<file path="config.mk">
export PLATFORM = sky130hd
export DESIGN_NAME = instr_mem_loader
export DESIGN_NICKNAME = d
export VERILOG_FILES = /design/src/rtl/instr_mem_loader_pkg.sv /design/src/rtl/instr_mem_loader.sv
export SDC_FILE = /design/constraint.sdc
export NUM_CORES = 1
export LEC_CHECK = 0
export ABC_AREA = 1
export CORE_UTILIZATION = 40
export DETAILED_ROUTE_END_ITERATION = 12
export PLACE_DENSITY = 0.68
export SLEW_MARGIN = 30
export SYNTH_ARGS = -nofsm -noshare
export SYNTH_HDL_FRONTEND = slang
export SYNTH_SLANG_ARGS = --single-unit
export TNS_END_PERCENT = 1
</file>
<file path="constraint.sdc">
create_clock -name clock -period 2.6 [get_ports clock]
set_clock_uncertainty 0.1 [all_clocks]
set_input_delay 0.52 -clock clock [delete_from_list [all_inputs] [get_ports clock]]
set_output_delay 0.52 -clock clock [all_outputs]
set_load 0.05 [all_outputs]
</file>
<file path="src/rtl/instr_mem_loader_pkg.sv">
// Shared definitions for the instruction-memory loader: FSM states,
// frame field widths, the word-address step and small state helpers.
package instr_mem_loader_pkg;

   localparam int BYTE_W = 8;    // stream byte
   localparam int WORD_W = 16;   // instruction word (two bytes, high first)
   localparam int ADDR_W = 16;   // instruction-memory byte address
   localparam int HDR_W  = 16;   // COUNT_HI:COUNT_LO header field

   // Consecutive instruction words are two bytes apart.
   localparam logic [ADDR_W-1:0] ADDR_STEP = 16'd2;

   typedef enum logic [3:0] {
      ST_HOLD   = 4'd0,
      ST_CNT_HI = 4'd1,
      ST_CNT_LO = 4'd2,
      ST_DAT_HI = 4'd3,
      ST_DAT_LO = 4'd4,
      ST_WRITE  = 4'd5,
      ST_CHK    = 4'd6,
      ST_RUN    = 4'd7,
      ST_ERR    = 4'd8
   } state_t;

   // States in which a stream byte may be accepted.
   function automatic logic st_accepts(input state_t s);
      case (s)
         ST_CNT_HI, ST_CNT_LO, ST_DAT_HI, ST_DAT_LO, ST_CHK: st_accepts = 1'b1;
         default:                                            st_accepts = 1'b0;
      endcase
   endfunction

   // States that belong to an in-progress frame.
   function automatic logic st_busy(input state_t s);
      case (s)
         ST_CNT_HI, ST_CNT_LO, ST_DAT_HI, ST_DAT_LO,
         ST_WRITE, ST_CHK:   st_busy = 1'b1;
         default:            st_busy = 1'b0;
      endcase
   endfunction

   // Running XOR checksum over frame bytes.
   function automatic logic [BYTE_W-1:0] chk_fold(input logic [BYTE_W-1:0] acc,
                                                  input logic [BYTE_W-1:0] b);
      return acc ^ b;
   endfunction

endpackage

</file>
<file path="src/rtl/instr_mem_loader.sv">
// Instruction-memory loader: receives a framed byte stream, writes 16-bit
// words to consecutive addresses and releases the CPU only after a load
// whose checksum matches.
module instr_mem_loader
   import instr_mem_loader_pkg::*;
#(
   parameter logic [15:0] BASE_ADDR = 16'h0000,
   parameter int          MAX_WORDS = 256,
   parameter int          CNT_WIDTH = 16
) (
   input  logic                 clock,
   input  logic                 reset,
   input  logic                 load_req,
   input  logic [7:0]           in_data,
   input  logic                 in_valid,
   output logic                 in_ready,
   output logic                 mem_we,
   output logic [15:0]          mem_addr,
   output logic [15:0]          mem_wdata,
   output logic                 cpu_hold,
   output logic                 busy,
   output logic                 done,
   output logic                 error,
   output logic [CNT_WIDTH-1:0] word_cnt
);

   localparam logic [31:0]          MAX_W32 = 32'(MAX_WORDS);
   localparam logic [CNT_WIDTH-1:0] CNT_ONE = CNT_WIDTH'(1'b1);

   state_t                state_r, state_s;
   logic [BYTE_W-1:0]     hi_r, hi_s;          // count high byte / word high byte
   logic [CNT_WIDTH-1:0]  count_r, count_s;    // words announced by the header
   logic [BYTE_W-1:0]     acc_r, acc_s;        // checksum accumulator
   logic [CNT_WIDTH-1:0]  cnt_r, cnt_s;        // words written so far
   logic [ADDR_W-1:0]     addr_r, addr_s;
   logic [WORD_W-1:0]     wdata_r, wdata_s;
   logic                  armed_r;             // low for the first edge after reset
   logic                  in_ready_r, mem_we_r, cpu_hold_r, busy_r, done_r, error_r;

   logic                  xfer_s;
   logic                  req_s;
   logic [HDR_W-1:0]      hdr_s;
   logic [CNT_WIDTH-1:0]  cnt_inc_s;

   assign in_ready  = in_ready_r;
   assign mem_we    = mem_we_r;
   assign mem_addr  = addr_r;
   assign mem_wdata = wdata_r;
   assign cpu_hold  = cpu_hold_r;
   assign busy      = busy_r;
   assign done      = done_r;
   assign error     = error_r;
   assign word_cnt  = cnt_r;

   // Next-state and datapath decode; every value defaults to a hold.
   always_comb begin
      state_s   = state_r;
      hi_s      = hi_r;
      count_s   = count_r;
      acc_s     = acc_r;
      cnt_s     = cnt_r;
      addr_s    = addr_r;
      wdata_s   = wdata_r;
      xfer_s    = in_valid & in_ready_r;
      req_s     = load_req & armed_r;
      hdr_s     = {hi_r, in_data};
      cnt_inc_s = cnt_r + CNT_ONE;

      case (state_r)
         ST_HOLD, ST_RUN, ST_ERR: begin
            if (req_s) begin
               state_s = ST_CNT_HI;
               cnt_s   = '0;
               acc_s   = 8'h00;
               addr_s  = BASE_ADDR;
            end else begin
               state_s = state_r;
            end
         end
         ST_CNT_HI: begin
            if (xfer_s) begin
               hi_s    = in_data;
               acc_s   = chk_fold(acc_r, in_data);
               state_s = ST_CNT_LO;
            end else begin
               state_s = ST_CNT_HI;
            end
         end
         ST_CNT_LO: begin
            if (xfer_s) begin
               count_s = CNT_WIDTH'(hdr_s);
               acc_s   = chk_fold(acc_r, in_data);
               if ({16'h0000, hdr_s} > MAX_W32) begin
                  state_s = ST_ERR;
               end else if (hdr_s == 16'h0000) begin
                  state_s = ST_CHK;
               end else begin
                  state_s = ST_DAT_HI;
               end
            end else begin
               state_s = ST_CNT_LO;
            end
         end
         ST_DAT_HI: begin
            if (xfer_s) begin
               hi_s    = in_data;
               acc_s   = chk_fold(acc_r, in_data);
               state_s = ST_DAT_LO;
            end else begin
               state_s = ST_DAT_HI;
            end
         end
         ST_DAT_LO: begin
            if (xfer_s) begin
               wdata_s = {hi_r, in_data};
               acc_s   = chk_fold(acc_r, in_data);
               state_s = ST_WRITE;
            end else begin
               state_s = ST_DAT_LO;
            end
         end
         ST_WRITE: begin
            // addr_r already holds BASE_ADDR + 2*cnt_r for this write.
            cnt_s  = cnt_inc_s;
            addr_s = addr_r + ADDR_STEP;
            if (cnt_inc_s == count_r) begin
               state_s = ST_CHK;
            end else begin
               state_s = ST_DAT_HI;
            end
         end
         ST_CHK: begin
            if (xfer_s) begin
               if (in_data == acc_r) begin
                  state_s = ST_RUN;
               end else begin
                  state_s = ST_ERR;
               end
            end else begin
               state_s = ST_CHK;
            end
         end
         default: begin
            state_s = ST_HOLD;
         end
      endcase
   end

   // FSM state register.
   always_ff @(posedge clock or negedge reset) begin
      if (!reset) begin
         state_r <= ST_HOLD;
      end else begin
         state_r <= state_s;
      end
   end

   // Datapath registers: byte latch, header count, checksum, counter, address, data.
   always_ff @(posedge clock or negedge reset) begin
      if (!reset) begin
         hi_r    <= 8'h00;
         count_r <= '0;
         acc_r   <= 8'h00;
         cnt_r   <= '0;
         addr_r  <= BASE_ADDR;
         wdata_r <= 16'h0000;
         armed_r <= 1'b0;
      end else begin
         hi_r    <= hi_s;
         count_r <= count_s;
         acc_r   <= acc_s;
         cnt_r   <= cnt_s;
         addr_r  <= addr_s;
         wdata_r <= wdata_s;
         armed_r <= 1'b1;
      end
   end

   // Status outputs registered from the next state so they align with it.
   always_ff @(posedge clock or negedge reset) begin
      if (!reset) begin
         in_ready_r <= 1'b0;
         mem_we_r   <= 1'b0;
         cpu_hold_r <= 1'b1;
         busy_r     <= 1'b0;
         done_r     <= 1'b0;
         error_r    <= 1'b0;
      end else begin
         in_ready_r <= st_accepts(state_s);
         mem_we_r   <= (state_s == ST_WRITE);
         cpu_hold_r <= (state_s != ST_RUN);
         busy_r     <= st_busy(state_s);
         done_r     <= (state_s == ST_RUN);
         error_r    <= (state_s == ST_ERR);
      end
   end

endmodule

</file>
==> After elaboration in Yosys (flattened, before gate mapping) <==
Index checks and enable logic that the tools add are counted.
{ "op_classes": {"bitwise_logic": 3, "mux": 19, "eq_ne": 21, "magnitude_cmp": 1, "n_addsub": 2, "reduce_logical": 14} }
{ "ops": {"columns": ["cell", "n"], "rows": [
  ["$pmux W16 S2", 2],
  ["$eq A4 B3 Y1 const B", 8],
  ["$pmux W4 S7", 1],
  ["$mux W4", 5],
  ["$add A16 B1 Y16 const B", 1],
  ["$add A16 B2 Y16 const B", 1],
  ["$eq A16 B16 Y1", 1],
  ["$eq A4 B2 Y1 const B", 4],
  ["$gt A16 B9 Y1 const B", 1],
  ["$logic_not A16 Y1", 1],
  ["$mux W16", 1],
  ["$mux W8", 2],
  ["$pmux W8 S2", 1],
  ["$mux W3", 3],
  ["$eq A4 B1 Y1 const B", 2],
  ["$eq A4 B4 Y1 const B", 2],
  ["$eq A8 B8 Y1", 1],
  ["$reduce_and A2 Y1", 4],
  ["$xor A8 B8 Y8", 1],
  ["$reduce_or A6 Y1", 1],
  ["$reduce_or A5 Y1", 1],
  ["$logic_not A4 Y1", 1],
  ["$ne A4 B3 Y1 const B", 1],
  ["$reduce_bool A2 Y1", 2],
  ["9 further kinds", 12]
]} }
{ "totals": {"regBits": 91, "elab_cells": 74} }

==> Longest topological paths before layout <==
Gate-level depths: netlist (run 1).
{ "logic_depth": {"word_depth": 8, "mapped_depth": 16} }

==> Worst setup path before layout (run 1) <==
No wires, ideal clock.
{ "synth_path": {"kind": "register to register", "from": "register cnt_r[0] (netlist: word_cnt[0])", "to": "register busy_r (netlist: busy)", "t_arrival_ps": 2151, "slack_ps": 231, "path_buffers": 0, "required_ps": 2382, "period_less_slack_ps": 2369, "setup_ps": 118, "stages_incl_launch_ff": 17, "cell_sequence": "dfrtp_1 ha_1 nand2_2 nor2_4 nand2_1 nand3_1 nand2_1 inv_1 nand3_1 nor2_1 nand2_1 nor2_1 nand3_1 nand2_2 nor2_1 nand2_1 nand2_1"} }
{ "synth_between": {"elab_chain_len": 7, "word_cells_on_any_way": 12, "cone_classes": "add/sub (1); eq/ne (7); mux (3); reduce/logical (1)"} }
{ "synth_rtl": {"columns": ["element", "line_no", "text"], "rows": [
  ["start: declaration", "instr_mem_loader.sv:34", "logic [CNT_WIDTH-1:0] cnt_r, cnt_s;"],
  ["start signal: assignment", "instr_mem_loader.sv:172", "cnt_r <= cnt_s;"],
  ["$add A16 B1 Y16 *", "instr_mem_loader.sv:67", "cnt_inc_s = cnt_r + CNT_ONE;"],
  ["$eq A16 B16 Y1 *", "instr_mem_loader.sv:126", "if (cnt_inc_s == count_r) begin"],
  ["$mux W3 *", "instr_mem_loader.sv:126", null],
  ["$pmux W4 S7 *", "instr_mem_loader.sv:69", "case (state_r)"],
  ["net state_s[2]", "instr_mem_loader.sv:30", "state_t state_r, state_s;"],
  ["$eq A4 B3 Y1 (tied with other cells)", "instr_mem_loader_pkg.sv:35", "case (s)"],
  ["$reduce_or A6 Y1 *", "instr_mem_loader_pkg.sv:35", null],
  ["$mux W1 *", "instr_mem_loader_pkg.sv:35", null],
  ["end signal: assignment", "instr_mem_loader.sv:192", "busy_r <= st_busy(state_s);"],
  ["end: declaration", "instr_mem_loader.sv:38", "logic in_ready_r, mem_we_r, cpu_hold_r, busy_r, done_r, error_r;"]
]} }
Mark *: on every way through the listed nets, which the timed path passes. The rest lies on a longest branch.
A chain may end at the register's enable or synchronous reset.

==> Worst setup path in the final report (run 1) <==
{ "layout_path": {"from": "register cnt_r[1] (netlist: word_cnt[1])", "to": "register in_ready_r (netlist: in_ready)"} }
{ "layout_between": {"elab_chain_len": 7, "word_cells_on_any_way": 11, "cone_classes": "add/sub (1); eq/ne (6); mux (3); reduce/logical (1)"} }
{ "layout_rtl": {"columns": ["element", "line_no", "text"], "rows": [
  ["$add A16 B1 Y16 *", "instr_mem_loader.sv:67", null],
  ["$eq A16 B16 Y1 *", "instr_mem_loader.sv:126", null],
  ["$mux W3 *", "instr_mem_loader.sv:126", null],
  ["$pmux W4 S7 *", "instr_mem_loader.sv:69", null],
  ["net state_s[2]", "instr_mem_loader.sv:30", null],
  ["$eq A4 B1 Y1 (tied with other cells)", "instr_mem_loader_pkg.sv:27", "case (s)"],
  ["$reduce_or A5 Y1 *", "instr_mem_loader_pkg.sv:27", null],
  ["$mux W1 *", "instr_mem_loader_pkg.sv:27", null],
  ["end signal: assignment", "instr_mem_loader.sv:189", "in_ready_r <= st_accepts(state_s);"],
  ["end: declaration", "instr_mem_loader.sv:38", null]
]} }
Marked as above.

==> flow_summary.json, run 1 <==
{
  "rsz0062_at_grt": "no",
  "cts_tree": "yes",
  "grt_pass1_vias": 4044,
  "portBuffers": 64,
  "worstPathRequired_ns": 2.73,
  "via_count": 4217,
  "yosys.area.top_type": "dfrtp_1",
  "total_power_uw": 6260,
  "synth_top_flop_cell": "dfrtp_1",
  "violations": "design-rule violations",
  "post-cts-setup-buffer-count": 0,
  "htree_levels": 3,
  "hold_ws_ns": 0.0205,
  "synth_edf_count": 0,
  "crit_arrival_ns": 2.47,
  "fmax_mhz": 427,
  "cts-root-buf": "clkbuf_16",
  "yosys.area.top_type_share": 0.465,
  "grt_max_degree": 41,
  "postLayoutCellArea_um2": 5940,
  "worstReg2RegStart": "word_cnt[1]",
  "synth_area_leaders": "dfrtp_1 (47%), nand2_1 (12%), nand3_1 (6.5%)",
  "drtIter0Drc": 200,
  "slew_headroom": 0.652,
  "die_w_um": 111,
  "ys_types": 42,
  "rr_worst_depth": 15,
  "dpl_cell_area_um2": 5640,
  "ir_drop_mv": 0.653,
  "finalSetupViolCount": 0,
  "final_layout_size_suffix_gt1_frac": 0.107,
  "clk_latency_ns": 0.35,
  "fillers": 1085,
  "gp_congestion": 0.854,
  "layout.nets": 684,
  "die_area_um2": 12400,
  "layout_commonest_cell": "nand2_1",
  "synthesis.nets": 611,
  "critPathCaptureType": "register",
  "tightest_slew_ns": 0.520,
  "grt_antenna_before_repair": 0,
  "io_pins": 66,
  "async_reset_ff_frac": 1.00,
  "pre_cts_slack_ns": 0.104,
  "synth_seq_cells": 90,
  "ff2ff_setup_slack_ns": 0.26,
  "synth_area_um2": 4790,
  "syn_avg_cell_area_um2": 8.02,
  "hold_violations": 0,
  "drtAntennaViolNets": 0,
  "period_minus_slack_ns": 2.34,
  "core.rowCount": 39,
  "clock-sinks": 90,
  "ys_seq_area_frac": 0.471,
  "cts-hold-fix-buffers": 0,
  "crit_path_max_fanout": 9,
  "initial_core_util": 0.414,
  "wl_um": 11600,
  "multiInputGateArea_um2": 2210,
  "layout_setup_ws_ns": 0.260,
  "fin_setup_tns_ns": 0,
  "routed_via_density": 5.16,
  "clk_pin_slew_worst_paths_ns": 0.08,
  "core-area_um2": 11600,
  "yosys_warnings": 0,
  "grtUsageTotal": 0.198,
  "ff_latch_area_um2": 2250,
  "power.density_nw_per_um2": 1050,
  "finalMaxSlewViolations": 0,
  "grt_pass1_wl_um": 19400,
  "n_antenna_cell": 0,
  "cellLeakagePower_uw": 0.00271,
  "area_growth_pct": 24.0,
  "status": "finished with violations",
  "drtPass1Iterations": 8,
  "cp-start-kind": "register",
  "path_class": "register to register",
  "drc": 6,
  "cts_buffer_depth": 2,
  "overflow": 0,
  "hold_class": "input port to async pin",
  "routedWlPerCell_um": 14.2,
  "ctsResizeCount": 0,
  "syn_inst": 597,
  "timing.final.crit_share": 0.900,
  "final_cell_mix": "nand2_1 (157), dfrtp_1 (89), inv_1 (65)",
  "cap_violations": 0,
  "hpwl_um": 8710,
  "dieHeight_um": 111,
  "rr_endpoint": "in_ready",
  "numCtsBuffers": 9
}
Yosys cell counts (all sizes together), types with 2 or more instances:
library cell,count
dfrtp,89
a31oi,4
a21oi,8
nand3,65
ha,2
o22ai,7
nand4,14
nor2,50
o211ai,2
o21ai,60
conb,2
nand2,170
xnor2,6
nand3b,3
nor3,6
inv,69
mux2,4
buf,5
mux2i,6
xor2,6
clkbuf,9
through the flow:
step	utilization	std cells
after floorplan	-	597
after global placement	0.488	802
after detailed placement	0.488	802
after CTS	0.514	818
after global routing	0.514	818
final	0.514	818
state kept, by name, summed over array words and instances (netlist names):
signal	count
cpu_hold	1
mem_wdata	16
error	1
in_ready	1
word_cnt	16
state_r	4
busy	1
done	1
armed_r	1
acc_r	8
mem_we	1
mem_addr	15
hi_r	8
count_r	16
routing by layer:
metal,share of wire,GRT usage
met4,0.021,0.0793
met2,0.48,0.331
met5,0,0
met3,0.042,0.0272
met1,0.46,0.261
logic make-up (layout without fill, tap and decap cells):
| family | after synthesis | count (layout) | synth area share |
|---|---|---|---|
| buffers and inverters | 83 | 161 | 0.0687 |
| and+or+nand+nor | 310 | 310 | 0.302 |
| DFF | 90 | 90 | 0.471 |
| adders and majority gates | 2 | 2 | 0.00523 |
| AOI/OAI and AO/OA | 86 | 86 | 0.0985 |
| xor gates and xnor gates | 14 | 14 | 0.0319 |
| other | 2 | 2 | 0.00157 |
| muxes | 10 | 10 | 0.0219 |
critical path, cell delays in order, from the launching register on:
cell and delay, ns:
dfrtp_1 0.40, ha_1 0.22, nand2_2 0.10, nor2_4 0.23
nand2_1 0.08, nand2_1 0.12, a21o_1 0.15, inv_1 0.04
nor2_1 0.11, nand2_1 0.07, nor2_1 0.09, nand3_1 0.13
nand2_2 0.15, nor2_1 0.06, nand2_1 0.09, nand2_1 0.06
power by group:
part           leakage [uW]  switching [uW]  internal (uW)
Clock              0.000150             645            688
Combinational       0.00138            1790            980
Sequential          0.00119             335           1830
how the worst max path moves through the flow:
stage	from	to	slack, ns	cells after the start
after detailed placement	in_valid	in_ready	0.10	11
after CTS	word_cnt[1]	in_ready	0.27	15
after global placement	in_data[5]	busy	0.15	11
after floorplan	word_cnt[0]	busy	0.23	16
after global routing	word_cnt[1]	in_ready	0.02	14
final	word_cnt[1]	in_ready	0.26	15
area by class of cell:
type,count,share of cell area
Sequential cell,90,0.379
Clock buffer,9,0.0379
Inverter,69,0.0436
Timing Repair Buffer,76,0.125
Multi-Input combinational cell,424,0.371
Clock inverter,7,0.0129
Tap cell,143,0.0301
No activity file was read; power rests on OpenSTA's default activity.
==> inputs of run 2 (changes only) <==
CORE_UTILIZATION = 50   (was 40)
PLACE_DENSITY = 0.81   (was 0.68)
==> flow_summary.json, run 2 (synthesis gave the netlist of run 1 again) <==
{
  "timing.final.crit_share": 0.909,
  "layout_commonest_cell": "nand2_1",
  "dr_wl_met2_um": 5400,
  "htree_levels": 3,
  "cts_tree": "yes",
  "gp_congestion": 0.886,
  "hold_class": "input port to async pin",
  "portBuffers": 64,
  "initial_core_util": 0.518,
  "fmax_mhz": 423,
  "route.met3.wl_um": 560,
  "hold_violations": 0,
  "die_area_um2": 9970,
  "period_minus_slack_ns": 2.36,
  "grtUsageTotal": 0.242,
  "slowest_stage": "dfrtp_1",
  "cellLeakagePower_uw": 0.00265,
  "grt_pass1_wl_um": 18900,
  "grt_antenna_before_repair": 0,
  "tightest_slew_ns": 0.645,
  "crit_path_max_fanout": 4,
  "fin_util": 0.629,
  "wl_met1_um": 4970,
  "ff_latch_area_um2": 2250,
  "grt_pass1_vias": 4015,
  "overflow": 0,
  "pre_cts_slack_ns": 0.0588,
  "rsz0062_at_grt": "no",
  "status": "finished clean",
  "crit_family": "simple AND/OR/NAND/NOR gates",
  "fin_setup_tns_ns": 0,
  "path_buf_inv": 0,
  "finalMaxSlewViolations": 0,
  "via_count": 4273,
  "fillers": 773,
  "dr.max_layer_used": "met4",
  "core.rowCount": 35,
  "cp_cell_sequence": "ha_1, nand3_1, nor2_4, nand3_1, nand2_1, nand3_1, nand2_1, nand2_1, nor2_1, nand3_1, nand2_2, nand3b_1, nand2_1, nand2_1",
  "drtPass1Iterations": 5,
  "wl_um": 11300,
  "cp_common_cell": "nand2_1",
  "grt_max_degree": 46,
  "power.density_nw_per_um2": 1010,
  "layout.nets": 682,
  "layout_setup_ws_ns": 0.237,
  "path_class": "register to register",
  "crit_arrival_ns": 2.54,
  "hpwl_um": 8290,
  "cap_violations": 0,
  "drtIter0Drc": 266,
  "post-cts-setup-buffer-count": 0,
  "cts_buffer_depth": 2,
  "die_w_um": 99.9,
  "routed_via_density": 5.33,
  "ir_drop_mv": 0.651,
  "critPathCaptureType": "register",
  "n_antenna_cell": 0,
  "slowest_delay_ns": 0.41,
  "area_growth_pct": 21.3,
  "worstPathRequired_ns": 2.77,
  "final_cell_mix": "nand2_1 (157), dfrtp_1 (89), inv_1 (65)",
  "numCtsBuffers": 9,
  "clk_pin_slew_worst_paths_ns": 0.10,
  "drtAntennaViolNets": 0,
  "multiInputGateArea_um2": 2220,
  "final_layout_size_suffix_gt1_frac": 0.105,
  "dieHeight_um": 99.9,
  "io_pins": 66,
  "routedWlPerCell_um": 14.0,
  "finalSetupViolCount": 0,
  "slew_headroom": 0.569,
  "clk_latency_ns": 0.37,
  "clock-sinks": 90,
  "drc": 0,
  "cp-start-kind": "register",
  "cts-root-buf": "clkbuf_8",
  "core-area_um2": 9240
}
run 2: worst reg2reg max path, cell delays in order (launching register included):
cell      delay, ns
dfrtp_1        0.41
ha_1           0.22
nand3_1        0.20
nor2_4         0.19
nand3_1        0.11
nand2_1        0.14
nand3_1        0.10
nand2_1        0.08
nand2_1        0.06
nor2_1         0.15
nand3_1        0.15
nand2_2        0.14
nand3b_1       0.08
nand2_1        0.09
nand2_1        0.05
run 2: what timing repair did:
item | 4_1_cts | 5_1_grt
setup endpoints to repair | 0 | 2
gates resized for setup | 0 | 1
hold buffers | 0 | 0
run 2: area by class of cell:
type,count,share of cell area
Multi-Input combinational cell,424,0.382
Timing Repair Buffer,74,0.125
Sequential cell,90,0.388
Inverter,69,0.0446
Tap cell,129,0.0278
Clock buffer,9,0.0213
Clock inverter,7,0.0116
run 2: worst paths after layout:
kind | slack (ns) | cells after the start | to | startpoint
setup / recovery | 0.24 | 14 | in_ready | word_cnt[1]
hold / removal | 0.03 | 1 | acc_r[6] | reset
setup reg to reg | 0.24 | 14 | in_ready | word_cnt[1]
hold reg to reg | 0.39 | 2 | mem_wdata[11] | mem_wdata[11]
max in group asynchronous | 1.73 | 2 | cpu_hold | reset
min in group clock | 0.39 | 2 | mem_wdata[11] | mem_wdata[11]
run 2: power breakdown:
part / internal, uW / switching (uW)
Sequential: 1830 / 326
Combinational: 972 / 1790
Clock: 376 / 582
run 2: metrics by stage:
| stage | total power (uW) | area (um2) | std cells | hold WS, ns |
|---|---|---|---|---|
| floorplan | 4090 | 4790 | 597 | 0.124 |
| global placement | 4830 | 5610 | 786 | 0.365 |
| detailed placement | 4910 | 5610 | 786 | 0.368 |
| CTS | 5880 | 5800 | 802 | 0.0504 |
| global route | 6250 | 5810 | 802 | 0.0746 |
| finish | 5870 | 5810 | 802 | 0.0289 |
run 2: metal layers:
layer  track usage  vias to the layer above
li1              -                     2089
met1         0.322                     2017
met2         0.393                      135
met3        0.0425                       32
met4         0.101                        0
met5             0                        -
==> inputs of run 3 (changes only) <==
CORE_UTILIZATION = 55   (was 50)
PLACE_DENSITY = 0.87   (was 0.81)
SLEW_MARGIN = unset   (was 30)
==> flow_summary.json, run 3 (synthesis gave the netlist of run 1 again) <==
{
  "status": "finished with violations",
  "violations": "negative hold slack",
  "multiInputGateArea_um2": 2210,
  "routedWlPerCell_um": 15.2,
  "grt_pass1_vias": 4115,
  "clk_latency_ns": 0.37,
  "worstPathRequired_ns": 2.76,
  "critPathCaptureType": "register",
  "core.rowCount": 33,
  "gp_congestion": 0.938,
  "final_cell_mix": "nand2_1 (157), dfrtp_1 (89), inv_1 (65)",
  "hold_class": "input port to async pin",
  "pwr-share-clk": 0.160,
  "crit_arrival_ns": 2.65,
  "crit_path_max_fanout": 5,
  "cts-root-buf": "clkbuf_8",
  "tightest_slew_ns": 1.00,
  "numCtsBuffers": 9,
  "rr_worst_depth": 16,
  "io_pins": 66,
  "via_count": 4456,
  "final_layout_size_suffix_gt1_frac": 0.112,
  "worstReg2RegStart": "word_cnt[1]",
  "area_growth_pct": 21.7,
  "power_frac_comb": 0.473,
  "drtPass1Iterations": 5,
  "core-area_um2": 8340,
  "fillers": 651,
  "p_int_uw": 3180,
  "hold_ws_ns": -0.00269,
  "ff2ff_setup_slack_ns": 0.11,
  "clock-sinks": 90,
  "fin_setup_tns_ns": 0,
  "drtAntennaViolNets": 0,
  "cp-start-kind": "register",
  "seq_power_share": 0.367,
  "htree_levels": 3,
  "netSwitchingPower_uw": 2730,
  "n_antenna_cell": 0,
  "wl_um": 11900,
  "die_w_um": 95.3,
  "finalMaxSlewViolations": 0,
  "hold_violations": 3,
  "slew_headroom": 0.329,
  "p_sw_frac": 0.462,
  "ir_drop_mv": 0.696,
  "overflow": 0,
  "initial_core_util": 0.574,
  "fmax_mhz": 402,
  "hpwl_um": 8620,
  "die_area_um2": 9080,
  "cts-hold-fix-buffers": 0,
  "layout_commonest_cell": "nand2_1",
  "rr_endpoint": "in_ready",
  "grt_pass1_wl_um": 19400,
  "cts_buffer_depth": 2,
  "portBuffers": 64,
  "clk_pin_slew_worst_paths_ns": 0.10,
  "grt_antenna_before_repair": 0,
  "grtUsageTotal": 0.279,
  "drtIter0Drc": 330,
  "power.density_nw_per_um2": 1010,
  "cap_violations": 0,
  "fin_util": 0.699,
  "period_minus_slack_ns": 2.49,
  "cp-startpoint": "word_cnt[1]",
  "cts_tree": "yes",
  "timing.final.crit_share": 0.958,
  "finalSetupViolCount": 0,
  "drc": 0,
  "ff_latch_area_um2": 2250,
  "layout.nets": 687,
  "routed_via_density": 5.69,
  "path_class": "register to register",
  "dieHeight_um": 95.3,
  "cellLeakagePower_uw": 0.00268,
  "grt_max_degree": 56
}
==> run 3: worst max-delay path by stage <==
stage,end,slack [ns],depth (start not counted)
6_report,in_ready,0.11,16
2_1_floorplan,busy,0.23,16
3_5_place_dp,hi_r[3],0.08,5
4_1_cts,busy,0.18,15
5_1_grt,busy,-0.03,17
3_3_place_gp,busy,0.17,11
==> run 3: power by group through the flow <==
stage          clock network [uW]  logic, uW  registers (uW)
2_1_floorplan                   0       1340            2750
3_3_place_gp                    0       2660            2160
3_5_place_dp                    0       2750            2190
4_1_cts                       955       2770            2160
5_1_grt                      1010       3040            2220
6_report                      947       2800            2170
==> run 3: final cells by class <==
cell class	count	area share
well taps	105	0.0225
clock inverters	7	0.0114
repair buffers	79	0.135
flip-flops and latches	90	0.387
inverters	69	0.0444
multi-input cells	424	0.379
clock buffers	9	0.0213
==> run 3: repair_timing <==
action / in CTS / in global routing
resized for setup: 0 / 1
setup endpoints to repair: 0 / 3
buffers inserted: 0 / 6
==> run 3: per-layer routing <==
| metal | GRT usage | vias to the layer above | part of all wire |
|---|---|---|---|
| met5 | 0 | - | 0 |
| met4 | 0.119 | 0 | 0.032 |
| met3 | 0.0463 | 41 | 0.073 |
| met2 | 0.445 | 213 | 0.48 |
| met1 | 0.377 | 2091 | 0.42 |
| li1 | - | 2111 | - |
==> run 3: worst max-delay path, stage by stage, from the launching register on <==
cell and delay (ns):
dfrtp_1 0.39, ha_2 0.22, nand2_2 0.08, nor2_4 0.15
clkbuf_2 0.19, buf_4 0.13, nand4_1 0.14, nand3b_1 0.13
nand2_1 0.06, nor2_1 0.08, nand2_1 0.07, nor2_1 0.16
nand3_1 0.14, nand2_2 0.14, nor2_1 0.06, nand2_1 0.08
nand2_1 0.05
==> run 3: through the flow <==
stage,area [um2],setup WS [ns],power [uW],instances
after floorplan,4790,0.231,4090,597
after global placement,5570,0.167,4820,761
after detailed placement,5570,0.0762,4940,761
after CTS,5760,0.184,5880,777
after global routing,5830,-0.0295,6270,783
final,5830,0.110,5920,783
